[config.mk]
export PLATFORM = sky130hd
export DESIGN_NAME = dma_reader
export DESIGN_NICKNAME = d
export VERILOG_FILES = /design/src/rtl/dma_reader.sv
export SDC_FILE = /design/constraint.sdc
export NUM_CORES = 1
export LEC_CHECK = 0
export ABC_AREA = 1
export CAP_MARGIN = 0
export CELL_PAD_IN_SITES_DETAIL_PLACEMENT = 1
export CELL_PAD_IN_SITES_GLOBAL_PLACEMENT = 1
export CORE_ASPECT_RATIO = 0.9
export CORE_MARGIN = 3
export CORE_UTILIZATION = 41
export DETAILED_ROUTE_END_ITERATION = 12
export PLACE_DENSITY = 0.95
export SLEW_MARGIN = 20
export SYNTH_ARGS = -nofsm -noshare
export SYNTH_HDL_FRONTEND = slang
export SYNTH_SLANG_ARGS = --single-unit
[constraint.sdc]
create_clock -name wb_clk -period 5.05 [get_ports wb_clk]
set_input_delay 1.515 -clock wb_clk [delete_from_list [all_inputs] [get_ports wb_clk]]
set_output_delay 1.515 -clock wb_clk [all_outputs]
set_load 0.03 [all_outputs]
[src/rtl/dma_reader.sv]
// dma_reader: bus-master DMA that copies strided 16-bit samples from system memory into a local sink buffer.
// Optional interrupt output and IRQ_EN register (index 7) are enabled by defining DMA_READER_IRQ_EN.
module dma_reader #(
    parameter int unsigned ADDR  = 0,
    parameter int unsigned WIDTH = 8
) (
    input  logic        wb_clk,
    input  logic        wb_rst_n,
    input  logic        wb_dbus_cyc,
    input  logic        wb_dbus_we,
    input  logic [31:0] wb_dbus_adr,
    input  logic [31:0] wb_dbus_dat,
    output logic [31:0] dbus_rdt,
    output logic        dbus_ack,
    input  logic        xfer_block,
    output logic        block_done,
    output logic        xfer_done,
    output logic [15:0] xfer_adr,
    output logic        xfer_we,
    output logic [15:0] xfer_dat,
    output logic        dma_cyc,
    output logic        dma_we,
    output logic [3:0]  dma_sel,
    output logic [31:0] dma_adr,
    input  logic [31:0] dma_rdt,
`ifdef DMA_READER_IRQ_EN
    output logic        irq,
`endif
    input  logic        dma_ack
);

    localparam logic [WIDTH-1:0] CS_MATCH = ADDR[WIDTH-1:0];

    typedef enum logic [2:0] {IDLE, ARMED, FETCH, STORE, DONE} state_t;

    state_t      state, next_state;

    logic [23:0] cfg_addr;
    logic [15:0] cfg_step;
    logic [15:0] cfg_count;
    logic [15:0] cfg_blocks;
`ifdef DMA_READER_IRQ_EN
    logic [1:0]  irq_en;
`endif

    logic [23:0] run_addr;
    logic [15:0] run_blocks;
    logic [23:0] addr;
    logic [23:0] addr_next;
    logic [15:0] step;
    logic [15:0] cnt;
    logic        stop_pending;
    logic        busy;

    logic [2:0]  reg_idx;
    logic        cs_hit;
    logic        reg_wr;
    logic        start_req;
    logic        stop_req;
    logic        abort;
    logic        last_block;
    logic        block_start;
    logic [31:0] rd_data;
    logic        unused_bits;

    assign reg_idx     = wb_dbus_adr[4:2];
    assign cs_hit      = wb_dbus_cyc && (wb_dbus_adr[31 -: WIDTH] == CS_MATCH);
    assign reg_wr      = dbus_ack && wb_dbus_we;
    assign start_req   = reg_wr && (reg_idx == 3'd4);
    assign stop_req    = reg_wr && (reg_idx == 3'd5);
    assign abort       = stop_req || stop_pending;
    assign last_block  = (run_blocks == 16'd1);
    assign block_start = (state == ARMED) && xfer_block && !stop_req;
    assign addr_next   = addr + {8'h00, step};
    assign dma_we      = 1'b0;
    assign unused_bits = ^{wb_dbus_adr[23:5], wb_dbus_adr[1:0], wb_dbus_dat[31:24]};

    // Single-cycle ack; the bus holds address/data through the ack cycle, so writes commit then.
    always_ff @(posedge wb_clk or negedge wb_rst_n) begin
        if (!wb_rst_n) begin
            dbus_ack <= 1'b0;
        end else begin
            dbus_ack <= cs_hit && !dbus_ack;
        end
    end

    always_ff @(posedge wb_clk or negedge wb_rst_n) begin
        if (!wb_rst_n) begin
            cfg_addr   <= '0;
            cfg_step   <= '0;
            cfg_count  <= '0;
            cfg_blocks <= '0;
`ifdef DMA_READER_IRQ_EN
            irq_en     <= '0;
`endif
        end else if (reg_wr) begin
            case (reg_idx)
                3'd0: cfg_addr   <= wb_dbus_dat[23:0];
                3'd1: cfg_step   <= wb_dbus_dat[15:0];
                3'd2: cfg_count  <= wb_dbus_dat[15:0];
                3'd3: cfg_blocks <= wb_dbus_dat[15:0];
`ifdef DMA_READER_IRQ_EN
                3'd7: irq_en     <= wb_dbus_dat[1:0];
`endif
                default: ;
            endcase
        end
    end

    always_comb begin
        rd_data = '0;
        case (reg_idx)
            3'd0: rd_data = {8'h00, cfg_addr};
            3'd1: rd_data = {16'h0000, cfg_step};
            3'd2: rd_data = {16'h0000, cfg_count};
            3'd3: rd_data = {16'h0000, cfg_blocks};
            3'd6: rd_data = {29'h0, busy, block_done, xfer_done};
`ifdef DMA_READER_IRQ_EN
            3'd7: rd_data = {30'h0, irq_en};
`endif
            default: rd_data = '0;
        endcase
    end

    assign dbus_rdt = (dbus_ack && !wb_dbus_we) ? rd_data : 32'h0;

    always_ff @(posedge wb_clk or negedge wb_rst_n) begin
        if (!wb_rst_n) begin
            state <= IDLE;
        end else begin
            state <= next_state;
        end
    end

    // A STOP during FETCH is remembered so the outstanding bus cycle can finish before returning to IDLE.
    always_comb begin
        next_state = state;
        unique case (state)
            IDLE: begin
                if (start_req) next_state = (cfg_blocks == 16'd0) ? DONE : ARMED;
            end
            ARMED: begin
                if (stop_req) begin
                    next_state = IDLE;
                end else if (xfer_block) begin
                    if (cfg_count == 16'd0) next_state = last_block ? DONE : ARMED;
                    else                    next_state = FETCH;
                end
            end
            FETCH: begin
                if (dma_ack) next_state = abort ? IDLE : STORE;
            end
            STORE: begin
                if (stop_req)           next_state = IDLE;
                else if (cnt == 16'd1)  next_state = last_block ? DONE : ARMED;
                else                    next_state = FETCH;
            end
            DONE: begin
                if (stop_req) next_state = IDLE;
            end
            default: next_state = IDLE;
        endcase
    end

    always_comb begin
        dma_cyc = 1'b0;
        dma_sel = 4'b0000;
        dma_adr = 32'h0;
        xfer_we = 1'b0;
        busy    = 1'b0;
        case (state)
            FETCH: begin
                dma_cyc = 1'b1;
                dma_sel = addr[1] ? 4'b1100 : 4'b0011;
                dma_adr = {8'h00, addr[23:2], 2'b00};
                busy    = 1'b1;
            end
            STORE: begin
                xfer_we = 1'b1;
                busy    = 1'b1;
            end
            default: ;
        endcase
    end

    // Flags are only ever nonzero outside IDLE, so clearing them on every IDLE entry covers all STOP paths.
    always_ff @(posedge wb_clk or negedge wb_rst_n) begin
        if (!wb_rst_n) begin
            run_addr     <= '0;
            run_blocks   <= '0;
            addr         <= '0;
            step         <= '0;
            cnt          <= '0;
            xfer_adr     <= '0;
            xfer_dat     <= '0;
            block_done   <= 1'b0;
            xfer_done    <= 1'b0;
            stop_pending <= 1'b0;
        end else begin
            stop_pending <= (state == FETCH) && !dma_ack && abort;
            case (state)
                IDLE: begin
                    if (start_req) begin
                        run_addr   <= cfg_addr;
                        run_blocks <= cfg_blocks;
                        xfer_done  <= (cfg_blocks == 16'd0);
                    end
                end
                ARMED: begin
                    if (block_start) begin
                        step       <= cfg_step;
                        cnt        <= cfg_count;
                        addr       <= run_addr;
                        xfer_adr   <= '0;
                        block_done <= (cfg_count == 16'd0);
                        if (cfg_count == 16'd0) begin
                            run_blocks <= run_blocks - 16'd1;
                            xfer_done  <= last_block;
                        end
                    end
                end
                FETCH: begin
                    if (dma_ack && !abort) xfer_dat <= addr[1] ? dma_rdt[31:16] : dma_rdt[15:0];
                end
                STORE: begin
                    xfer_adr <= xfer_adr + 16'd1;
                    addr     <= addr_next;
                    cnt      <= cnt - 16'd1;
                    if (cnt == 16'd1) begin
                        block_done <= 1'b1;
                        run_addr   <= addr_next;
                        run_blocks <= run_blocks - 16'd1;
                        xfer_done  <= last_block;
                    end
                end
                default: ;
            endcase
            if (next_state == IDLE) begin
                block_done <= 1'b0;
                xfer_done  <= 1'b0;
            end
        end
    end

`ifdef DMA_READER_IRQ_EN
    always_ff @(posedge wb_clk or negedge wb_rst_n) begin
        if (!wb_rst_n) begin
            irq <= 1'b0;
        end else if (next_state == IDLE || block_start) begin
            irq <= 1'b0;
        end else begin
            irq <= (block_done & irq_en[1]) | (xfer_done & irq_en[0]);
        end
    end
`endif

endmodule

* Word level (Yosys, flattened, before mapping)
Index checks and enable logic that the tools add are counted.
Storage, ports and cells: RAM bits 0, memories kept 0, memory bits (read-only) 0, latch bits 0, output and inout port bits 106, bits of input ports 102, bits in registers 207
Cells by class: div/mod/pow operators 0, reduce and logical (&&, ||, !) cells 40, multiplexer cells 45, multipliers 0, shift-type cells 0, magnitude comparators 0, add/subtract/negate cells 4, bitwise gates (word level) 0, equal/unequal tests 20
Operators with widths (number):
- $pmux W24 S5 | 1
- $mux W16 | 7
- $mux W24 | 4
- $pmux W24 S2 | 2
- $pmux W16 S2 | 2
- $pmux W16 S3 | 1
- $eq A16 B1 Y1 const B | 2
- $logic_not A16 Y1 | 2
- $mux W32 | 1
- $sub A16 B1 Y16 const B | 2
- $mux W3 | 10
- $add A24 B16 Y24 | 1
- $add A16 B1 Y16 const B | 1
- $pmux W3 S5 | 1
- $reduce_and A2 Y1 | 7
- $eq A3 B2 Y1 const B | 4
- $eq A3 B3 Y1 const B | 4
- $logic_and A1 B1 Y1 | 11
- $mux W1 | 11
- $reduce_and A5 Y1 | 2
- $logic_not A3 Y1 | 3
- $logic_not A8 Y1 | 1
- $mux W4 | 2
- $eq A3 B1 Y1 const B | 2
- other kinds (15) | 25

* Longest topological paths before layout
depth in word-level cells 9, depth in mapped cells 14, mapped depth without buffers 13

* Least setup slack after synthesis
No wires, ideal clock.
kind input port to output port, start in wb_dbus_adr[3], end out dbus_rdt[12], arrival time 2871 ps, data required time 3535 ps, path slack 664 ps, stages on the path 7, path buffers 0, cell sequence inv_1 -> nand2_1 -> nor2_1 -> clkinv_1 -> o21ai_0 -> a221oi_1 -> nor2_1
Between the ends: word-level cells in the longest chain between the ends 3, elaborated cells between the ends (all ways) 7, those cells by class eq/ne (4); mux (2); reduce/logical (1)
Ends and longest elaborated chain:
- from (decl) | line 11 | input logic [31:0] wb_dbus_adr,
- $eq A3 B3 Y1, or another cell as far along | line 112 | case (reg_idx)
- $pmux W24 S5 * | line 112
- $mux W32 * | line 125 | assign dbus_rdt = (dbus_ack && !wb_dbus_we) ? rd_data : 32'h0;
- to (decl) | line 13 | output logic [31:0] dbus_rdt,
Mark *: on every way between the ends. The rest lies on a longest branch, timed or not.

* Final worst setup path
start in wb_dbus_adr[4], end out dbus_rdt[2]
The elaborated chain is that of the path after synthesis.

==> flow_summary_export.csv <==
group,metric,value,unit
drt,dr.pass1.iters,6,
setup_path,crit_arrival,3560,ps
yosys,synth_top_cell_by_area,"dfrtp_1",
floorplan,die_x,183,um
run,drv_cap,0,
drt,ant_nets,0,
sta,fmax,197,MHz
clock_network,numClockSinks,207,
run_status,outcome,"finished with violations",
grt,grt_usage,28.4,%
grt,met2_usage,48.1,%
drt,drtIter0Drc,1160,
yosys,syn_area,0.0116,sq mm
drt,vias,12000,
yosys,ys_seq_elements,207,
run_status,violations,"setup timing",
yosys,yosys-top-cells-area,"dfrtp_1 (45%), nand2_1 (13%), nor2_1 (6.7%)",
sta,worst_hold_slack,485,ps
yosys,synth_top_area_share,44.8,%
setup_path,crit_fanout,12,
setup_path,worstSetupEndpointType,"primary output",
placement,port_buffers,159,
min_path,min_from,"run_blocks[8]",
finish,area_growth,23.7,%
setup_path,required,3540,ps
yosys,netlist_instances,1576,
setup_path,rr_worst_depth,12,
placement,hpwlAfterDp,30800,um
yosys,async_reset_ff_share,100,%
setup_path,crit_chain,"clkdlybuf4s50_1 > inv_1 > nand3_1 > inv_1 > a221oi_1 > a21oi_1 > buf_12",
clock_network,clk_pin_slew,60,ps
drt,viasPerCell,5.73,
clock_network,cts_hold_buf,0,
grt,use_met1,36.6,%
floorplan,fp.dieH,165,um
setup_path,start_kind,"primary input",
finish,nNetsFinal,1845,
clock_network,tritoncts,"done",
min_path,holdCritPathClass,"flip-flop to flip-flop",
drt,route.detailed.drc,0,
yosys,synth.distinct_cells,43,
drt,wl,43800,um
setup_path,r2r-end,"run_addr[14]",
setup_path,worst-setup-path-type,"primary input to primary output",
clock_network,clock_latency,550,ps
setup_path,reg2reg_from,"addr[1]",
sta,period_share,100,%
pwr,irDropWorstVdd,256,uV
pwr,cellPowerDensity,274,mW/mm^2
sta,slew_viol_final,0,
setup_path,cp_common_cell,"inv_1",
yosys,synth_warnings,0,
grt,grt-busiest-layer,"met2",
grt,antenna_found_initial,2,
min_path,worstHoldPathCells,2,
grt,grt_max_degree,95,
drt,wire_per_inst,20.9,um
yosys,seq_area_frac_synth,44.8,%
clock_network,root_buffer,"clkbuf_16",
finish,multi_input_area,0.00535,sq mm
min_path,min_to,"run_blocks[8]",
grt,grt_overflow,0,
sta,tightest_slew,1020,ps
sta,rsz0062_at_grt,"yes",
floorplan,row_count,57,
grt,grt_util_met3,4.86,%
setup_path,crit_start,"wb_dbus_adr[4]",
yosys,synth_flop_cell,"dfrtp_1",
clock_network,cts_setup_buffers,0,
floorplan,die_area,0.0303,sq mm
grt,grt_pass1_vias,12400,
placement,finalWeightedCongestion,0.934,
pwr,p_leak,6.82,nW
setup_path,slowest_delay,530,ps
setup_path,slowest_stage,"clkdlybuf4s50_1",
finish,seq_area,0.00518,sq mm
pwr,total_power,3.92,mW
finish,n_fill_cell,3417,
clock_network,cts_max_level,1,
yosys,synth_edf_count,0,
finish,drive_above_1_share,6.55,%
sta,slew_headroom,31.7,%
sta,hold_viol_final,0,
floorplan,ios,208,
finish,diodes,0,
yosys,avgSynthCellArea,7.34,sq um
clock_network,cts_buffer_depth,3,
sta,setup_viol,1,
sta,min_period,5070,ps
floorplan,core-area,0.0274,sq mm
sta,worst_slack,-23.0,ps
setup_path,ff2ff_setup_slack,2050,ps
grt,grt_first_pass_wirelength,68600,um
floorplan,initial_utilization,42.3,%
sta,fin_skew,20.9,ps
clock_network,numCtsBuffers,25,
sequential cells by signal, indices dropped and copies added (netlist names), 3 cells and up:
register,cells
run_addr,24
cfg_step,16
step,16
addr,24
run_blocks,16
state,3
cfg_addr,24
xfer_adr,16
cfg_blocks,16
cnt,16
cfg_count,16
xfer_dat,16
logic make-up after synthesis:
family / Yosys count / synth area share (%)
AO/OA/AOI/OAI: 328 / 16.0
adder cells (fa/ha/maj): 22 / 2.44
flip-flops: 207 / 44.8
AND/OR/NAND/NOR: 730 / 25.4
multiplexers: 9 / 0.865
XOR/XNOR: 11 / 0.832
buffers and inverters: 268 / 9.69
other: 1 / 0.0324
cell usage in the layout (no fill, tap or decap), types with 12 or more instances in the layout:
master             n
buf_4             40
a21oi_1           96
inv_1            179
a221oi_1          15
o22ai_1           20
nand4_1           17
o211ai_1          12
o21ai_0          136
clkdlybuf4s50_1  134
dfrtp_1          207
nor2_1           206
a31oi_1           27
ha_1              21
nand3_1           68
nand2_1          411
conb_1            19
clkbuf_16         25
power by group:
part | total, mW | internal, mW | switching [mW]
Combinational | 0.272 | 0.100 | 0.172
Clock | 1.96 | 1.17 | 0.785
Sequential | 1.69 | 1.67 | 0.0132
Total | 3.92 | 2.95 | 0.970
area by class of cell:
type	count	area share [%]
tap	354	3.09
timing repair buffer	179	12.1
inverter	189	4.98
clock inverter	12	1.11
sequential	207	36.2
clock buffer	34	5.10
multi-input combinational	1119	37.4
worst max-delay path, delay by kind of cell:
kind	cells	cell delay, ps
AND/OR/NAND/NOR	1	160
AO/OA/AOI/OAI	2	590
buffers and inverters	4	1280
worst max-delay path by stage:
stage,end,slack [ps],cells after the start
6_report,dbus_rdt[2],-20,7
3_3_place_gp,dbus_rdt[13],260,9
4_1_cts,dbus_rdt[12],20,9
2_1_floorplan,dbus_rdt[12],660,7
5_1_grt,dbus_rdt[2],-30,7
3_5_place_dp,dbus_rdt[5],120,9
metal layers:
metal	routed length (um)	vias up
met3	2890	139
met2	21000	545
met5	13	-
met1	18200	5922
met4	1710	2
li1	-	5390
repair_timing:
item                                    in CTS  in global routing
resized for setup                            0                  3
hold endpoints to repair                     0                  0
endpoints found under the setup margin       0                 10
cell usage after synthesis, types with 2 or more instances:
master / number
nand4_1: 17
mux2_2: 8
a221oi_1: 16
buf_2: 20
nor2_2: 4
ha_1: 21
nor3_1: 10
a21oi_1: 96
inv_2: 5
nand2_1: 411
o211ai_1: 12
and2_1: 2
a22oi_1: 10
nand3_1: 68
nor3b_1: 2
o221ai_1: 4
buf_4: 24
xor2_1: 9
a31oi_1: 27
clkbuf_1: 32
xnor2_1: 2
o22ai_1: 20
dfrtp_1: 207
nand3b_1: 4
nand2_2: 2
inv_1: 180
buf_1: 3
nor2_1: 206
o21ai_0: 136
o311ai_0: 2
clkinv_1: 4
stage by stage:
stage          instances  TNS, ps  setup slack (ps)  util [%]  area, sq um
2_1_floorplan       1594        0               664         -        11600
3_3_place_gp        2048        0               256      49.0        13400
3_5_place_dp        2048        0               124      49.0        13400
4_1_cts             2094        0              17.5      52.2        14300
5_1_grt             2094    -32.8             -32.8      52.3        14300
6_report            2094    -23.0             -23.0      52.3        14300
Note: power is estimated with default switching activity, not from simulation.
==> edit 1, RTL diff (same flow settings) <==
Build with the macro `DMA_READER_IRQ_EN` defined.
--- a/src/rtl/dma_reader.sv
+++ b/src/rtl/dma_reader.sv
@@ -1,4 +1,6 @@
 // dma_reader: bus-master DMA that copies strided 16-bit samples from system memory into a local sink buffer.
 // Optional interrupt output and IRQ_EN register (index 7) are enabled by defining DMA_READER_IRQ_EN.
+`define DMA_READER_IRQ_EN
+
 module dma_reader #(
     parameter int unsigned ADDR  = 0,
Function (old outputs only; new: irq): changed (Yosys sat finds a counterexample within 4 cycles, from zero or initial values and one cycle with wb_rst_n low).
==> edit 1 against the original RTL <==
- fmax increased by 2.1%
- setup slack improved by 0.10 ns
- register-to-register slack got worse by 0.15 ns
- clock power decreased by 2%
- synthesized area increased by 1.3%
- wire length decreased by 4.8%
- sequential cell count increased by 3
- power decreased by 1.8%
- design area increased by 0.36%
- via count decreased by 2.0%
- die area increased by 1.3%
- largest cell class unchanged
==> edit 1: results (changes against the original RTL) <==
ratio of cells with drive above 1 in the final layout 6.91% (+0.35 points); Clock Skew 0.0295 ns (+0.00865 ns); first-pass GRT wire length 66.0 mm (-3.7%); sequential fraction of the synthesis area 44.8% (+0.067 points); final wirelength 41.7 mm (-4.8%); Setup Fix Bufs, Post-CTS 0 (unchanged); initial antenna violation count 0 (-2); fillers 3484 (+2.0%); DR vias 11800 (-2.0%); placer congestion estimate 0.916 (-1.8%); commonest cells in the synthesized netlist nand2_1 (405), dfrtp_1 (210), nor2_1 (197); leakage power 0.00673 uW (-1.3%); post-detail-place hpwl 28.9 mm (-6.3%); largest net degree at the start of global routing 85 (-11%); ys flop type dfrtp_1; biggest regs addr x24, cfg_addr x24, run_addr x24; # hold bufs at CTS 0 (unchanged); Layout Nets 1831 (-0.76%); max_slew headroom 30.7% (-0.97 points); status finished, final reports clean; synth unique cells 48 (+12%); worst-path fanout max 13 (+1); initial drt markers 904 (-22%); Gate Count Post-Synth 1567 (-0.57%); port buffer count 160 (+0.63%); CP arrival 3.46 ns (-0.10 ns); H-tree levels 1 (unchanged); Post-DP Area 0.0135 sq mm (+0.59%); ranking of synthesized cells by area dfrtp_1 (45%), nand2_1 (13%), nor2_1 (6.3%); TritonRoute pass-1 iters 5 (-1); DR WL/cell 20.0 um (-4.3%); Worst-Skew Late Latency between 0.5 and 0.6 ns; final slew viol count 0 (unchanged); Placed Cells incl. Taps 2041 (-0.34%); Root Buffer Master clkbuf_16; post_cts resized 0 (unchanged); worst hold path type reg2reg; total CTS buffers 24 (-4.0%); Worst IR Drop VDD 0.214 mV (-16%); Synth async-reset ratio 100% (unchanged); Reg clk slew, reported paths 0.06 ns (about the same); Total GRT Usage 26.4% (-2.0 points); clock buffer depth 3 (unchanged); Synth Warn # 0 (unchanged); n_diodes 0 (unchanged)
edit 1: layout make-up:
type | count | area (sq um) | area share (%)
multi-input combinational | 1113 | 5430 | 37.8
tap | 360 | 450 | 3.14
inverter | 182 | 683 | 4.76
clock buffer | 33 | 694 | 4.83
clock inverter | 9 | 159 | 1.11
sequential | 210 | 5260 | 36.6
timing repair buffer | 176 | 1690 | 11.8
edit 1: kinds of logic after synthesis:
family	count (synthesis)	synth area share, %
DFF	210	44.8
buffers and inverters	262	9.58
other	1	0.0320
muxes	8	0.768
and+or+nand+nor	723	25.4
AOI/OAI and AO/OA	329	16.1
xor gates and xnor gates	12	0.897
adders and majority gates	22	2.41
edit 1: per-layer routing:
| metal | up-vias | share of wire (%) | GRT usage, % |
|---|---|---|---|
| met5 | - | 0 | 0 |
| met4 | 0 | 3.2 | 9.07 |
| met3 | 101 | 5.8 | 3.93 |
| met2 | 445 | 48 | 44.8 |
| met1 | 5845 | 43 | 34.7 |
| li1 | 5370 | - | - |
edit 1: worst paths after layout:
kind	endpoint	depth (start not counted)	startpoint	slack [ns]
setup / recovery	dbus_rdt[2]	7	wb_dbus_adr[4]	0.08
hold / removal	run_blocks[15]	2	run_blocks[15]	0.49
setup reg to reg	run_addr[18]	13	addr[1]	1.90
hold reg to reg	run_blocks[15]	2	run_blocks[15]	0.49
max in group asynchronous	cfg_addr[16]	2	wb_rst_n	2.88
min in group asynchronous	run_addr[23]	1	wb_rst_n	1.01
edit 1: worst max-delay path, stage by stage:
cell             delay, ns
clkdlybuf4s50_1       0.55
inv_2                 0.19
nand3_1               0.13
inv_1                 0.40
nand2_1               0.11
a41oi_1               0.33
buf_4                 0.23
edit 1: power breakdown:
group | switching (uW) | internal, uW | total (uW)
combinational | 144 | 82.3 | 226
sequential | 9.23 | 1690 | 1700
clock | 753 | 1160 | 1920
edit 1: stage by stage:
step / utilization (%) / setup slack (ns)
2_1_floorplan: - / 0.757
3_3_place_gp: 48.0 / 0.137
3_5_place_dp: 48.0 / 0.0867
4_1_cts: 51.1 / 0.0736
5_1_grt: 51.1 / -0.0126
6_report: 51.1 / 0.0792
==> edit 2, RTL diff (same settings) <==
Made on the original files. The 5 states of `state_t` get a Gray code encoding in 3 bits.
--- a/src/rtl/dma_reader.sv
+++ b/src/rtl/dma_reader.sv
@@ -32,5 +32,5 @@
     localparam logic [WIDTH-1:0] CS_MATCH = ADDR[WIDTH-1:0];
 
-    typedef enum logic [2:0] {IDLE, ARMED, FETCH, STORE, DONE} state_t;
+    typedef enum logic [2:0] {IDLE = 3'b000, ARMED = 3'b001, FETCH = 3'b011, STORE = 3'b010, DONE = 3'b110} state_t;
 
     state_t      state, next_state;
Function: same outputs for any inputs over 4 cycles, from zero or initial values and one cycle with wb_rst_n low; so few cycles prove little.
==> edit 2 against the original RTL <==
- final cell count is 0.24% lower
- wire length is 5.6% lower
- worst hold slack improved by 0.015 ns
- sequential cell count is the same
- design area shrank 0.26%
- critical path type unchanged
- utilization decreased by 1.3 points
- global-route usage down 1.9 points
- clock skew grew 0.0029 ns
- synthesized area up 1.0%
- sequential share of layout area increased by 0.095 points
- setup slack better by 0.17 ns
Power is not compared: it rests on default switching activity, and its combinational part moved more than twofold at a synthesized area within 25%.
==> edit 2: results (changes against the original RTL) <==
post-synthesis adder-cell area fraction 2.42% (-0.025 points); Post-DP Area 0.0135 sq mm (+0.69%); max_slew headroom 28.5% (-3.2 points); Die W 184 um (+0.50%); CP arrival 3.39 ns (-0.17 ns); first-pass GRT wire length 65.9 mm (-3.9%); Total GRT Usage 26.5% (-1.9 points); CP max-delay cell clkdlybuf4s50_1; post-detail-place hpwl 30.2 mm (-1.9%); grt met1 use 35.4% (-1.2 points); Setup WS pre-CTS 0.129 ns (+0.00492 ns); slowest stage delay, CP 0.58 ns (+0.05 ns); fillers 3521 (+3.0%); n_diodes 0 (unchanged); post-synthesis compound-gate area fraction 16.1% (+0.062 points); GRT met3 Usage 2.96% (-1.9 points); placer congestion estimate 0.924 (-1.1%); status finished, final reports clean; Worst IR Drop VDD 0.317 mV; commonest cells in the synthesized netlist nand2_1 (396), dfrtp_1 (207), nor2_1 (205); met2 GRT Util 44.9% (-3.2 points); biggest regs addr x24, cfg_addr x24, run_addr x24; Layout Nets 1837 (-0.43%); Synth async-reset ratio 100% (unchanged); Root Buffer Master clkbuf_16; Mapped Avg Cell Area 7.44 sq um (+1.3%); Finished Layout Cells 2089 (-0.24%); Placed Cells incl. Taps 2048 (unchanged); final wirelength 41.4 mm (-5.6%); H-tree levels 1 (unchanged); Reg area 0.00518 sq mm (unchanged); synth unique cells 50 (+16%); worst hold path type reg2reg; average vias per placed instance 5.62 (-1.9%); initial drt markers 857 (-26%); number of global-route vias before repair 12300 (-0.65%); num rows 58 (+1.8%); initial antenna violation count 0 (-2); port buffer count 159 (unchanged); ratio of cells with drive above 1 in the final layout 6.94% (+0.39 points); worst-path fanout max 5 (-7); Worst-Skew Late Latency 0.53 ns (-0.02 ns); Clock Skew 0.0238 ns (+0.00289 ns); mux share of post-synthesis cell area 0.770% (-0.094 points); TritonRoute pass-1 iters 5 (-1); ranking of synthesized cells by area dfrtp_1 (44%), nand2_1 (13%), nor2_1 (6.6%); crit-path leading delay family buffers and inverters; largest net degree at the start of global routing 99 (+4.2%); Reg clk slew, reported paths 0.06 ns (about the same); Synth Warn # 0 (unchanged); clock buffer depth 3 (unchanged); sequential fraction of the synthesis area 44.3% (-0.45 points); total CTS buffers 23 (-8.0%); leakage power 0.00664 uW; XOR/XNOR share of the synthesized area 1.35% (+0.52 points)
edit 2: cell types whose count changed in the layout (fill, tap and decap cells not counted), sizes merged, moves of 3 or more:
cell	before	now
nand3	69	63
o221ai	4	7
inv	188	184
clkbuf	35	31
xor2	9	15
a21oi	96	78
nand2	413	399
a22oi	10	15
nand4	17	22
or2	1	5
o22ai	20	17
o21ai	137	143
edit 2: where the power goes:
group	switching [uW]	total (uW)	internal, uW
combinational	1770	2630	864
sequential	280	2290	2010
clock	714	1720	1000
edit 2: path summary, 6_finish.rpt:
| path | start | slack, ns | end | cells past startpoint |
|---|---|---|---|---|
| min in group asynchronous | wb_rst_n | 1.06 | xfer_dat[5] | 1 |
| max | wb_dbus_adr[4] | 0.15 | dbus_rdt[13] | 9 |
| min | cfg_step[9] | 0.50 | cfg_step[9] | 2 |
| max reg2reg | state[0] | 1.81 | xfer_done | 13 |
| max in group asynchronous | wb_rst_n | 2.97 | cfg_addr[19] | 2 |
| min reg2reg | cfg_step[9] | 0.50 | cfg_step[9] | 2 |
edit 2: cells by family after synthesis:
kind of cell | count (synthesis)
simple gates | 724
compound gates | 326
buf+inv | 266
flops | 207
fa+ha+maj | 22
xor+xnor | 18
mux | 8
other cells | 1
edit 2: repair_timing:
action | 4_1_cts | 5_1_grt
gates resized for setup | 0 | 1
setup buffers | 0 | 0
endpoints found under the setup margin | 0 | 1
endpoints found under the hold margin | 0 | 0
edit 2: final cells by class:
class / count / area share, %
clock buffer: 30 / 4.50
clock inverter: 11 / 0.868
inverter: 184 / 4.86
multi-input combinational: 1117 / 38.2
sequential: 207 / 36.3
tap: 360 / 3.16
timing repair buffer: 180 / 12.1
edit 2: per-layer routing:
metal	share of wire [%]	wire [um]
met5	0	0
met4	3.7	1530
met3	5.7	2360
met2	48	19800
met1	43	17700
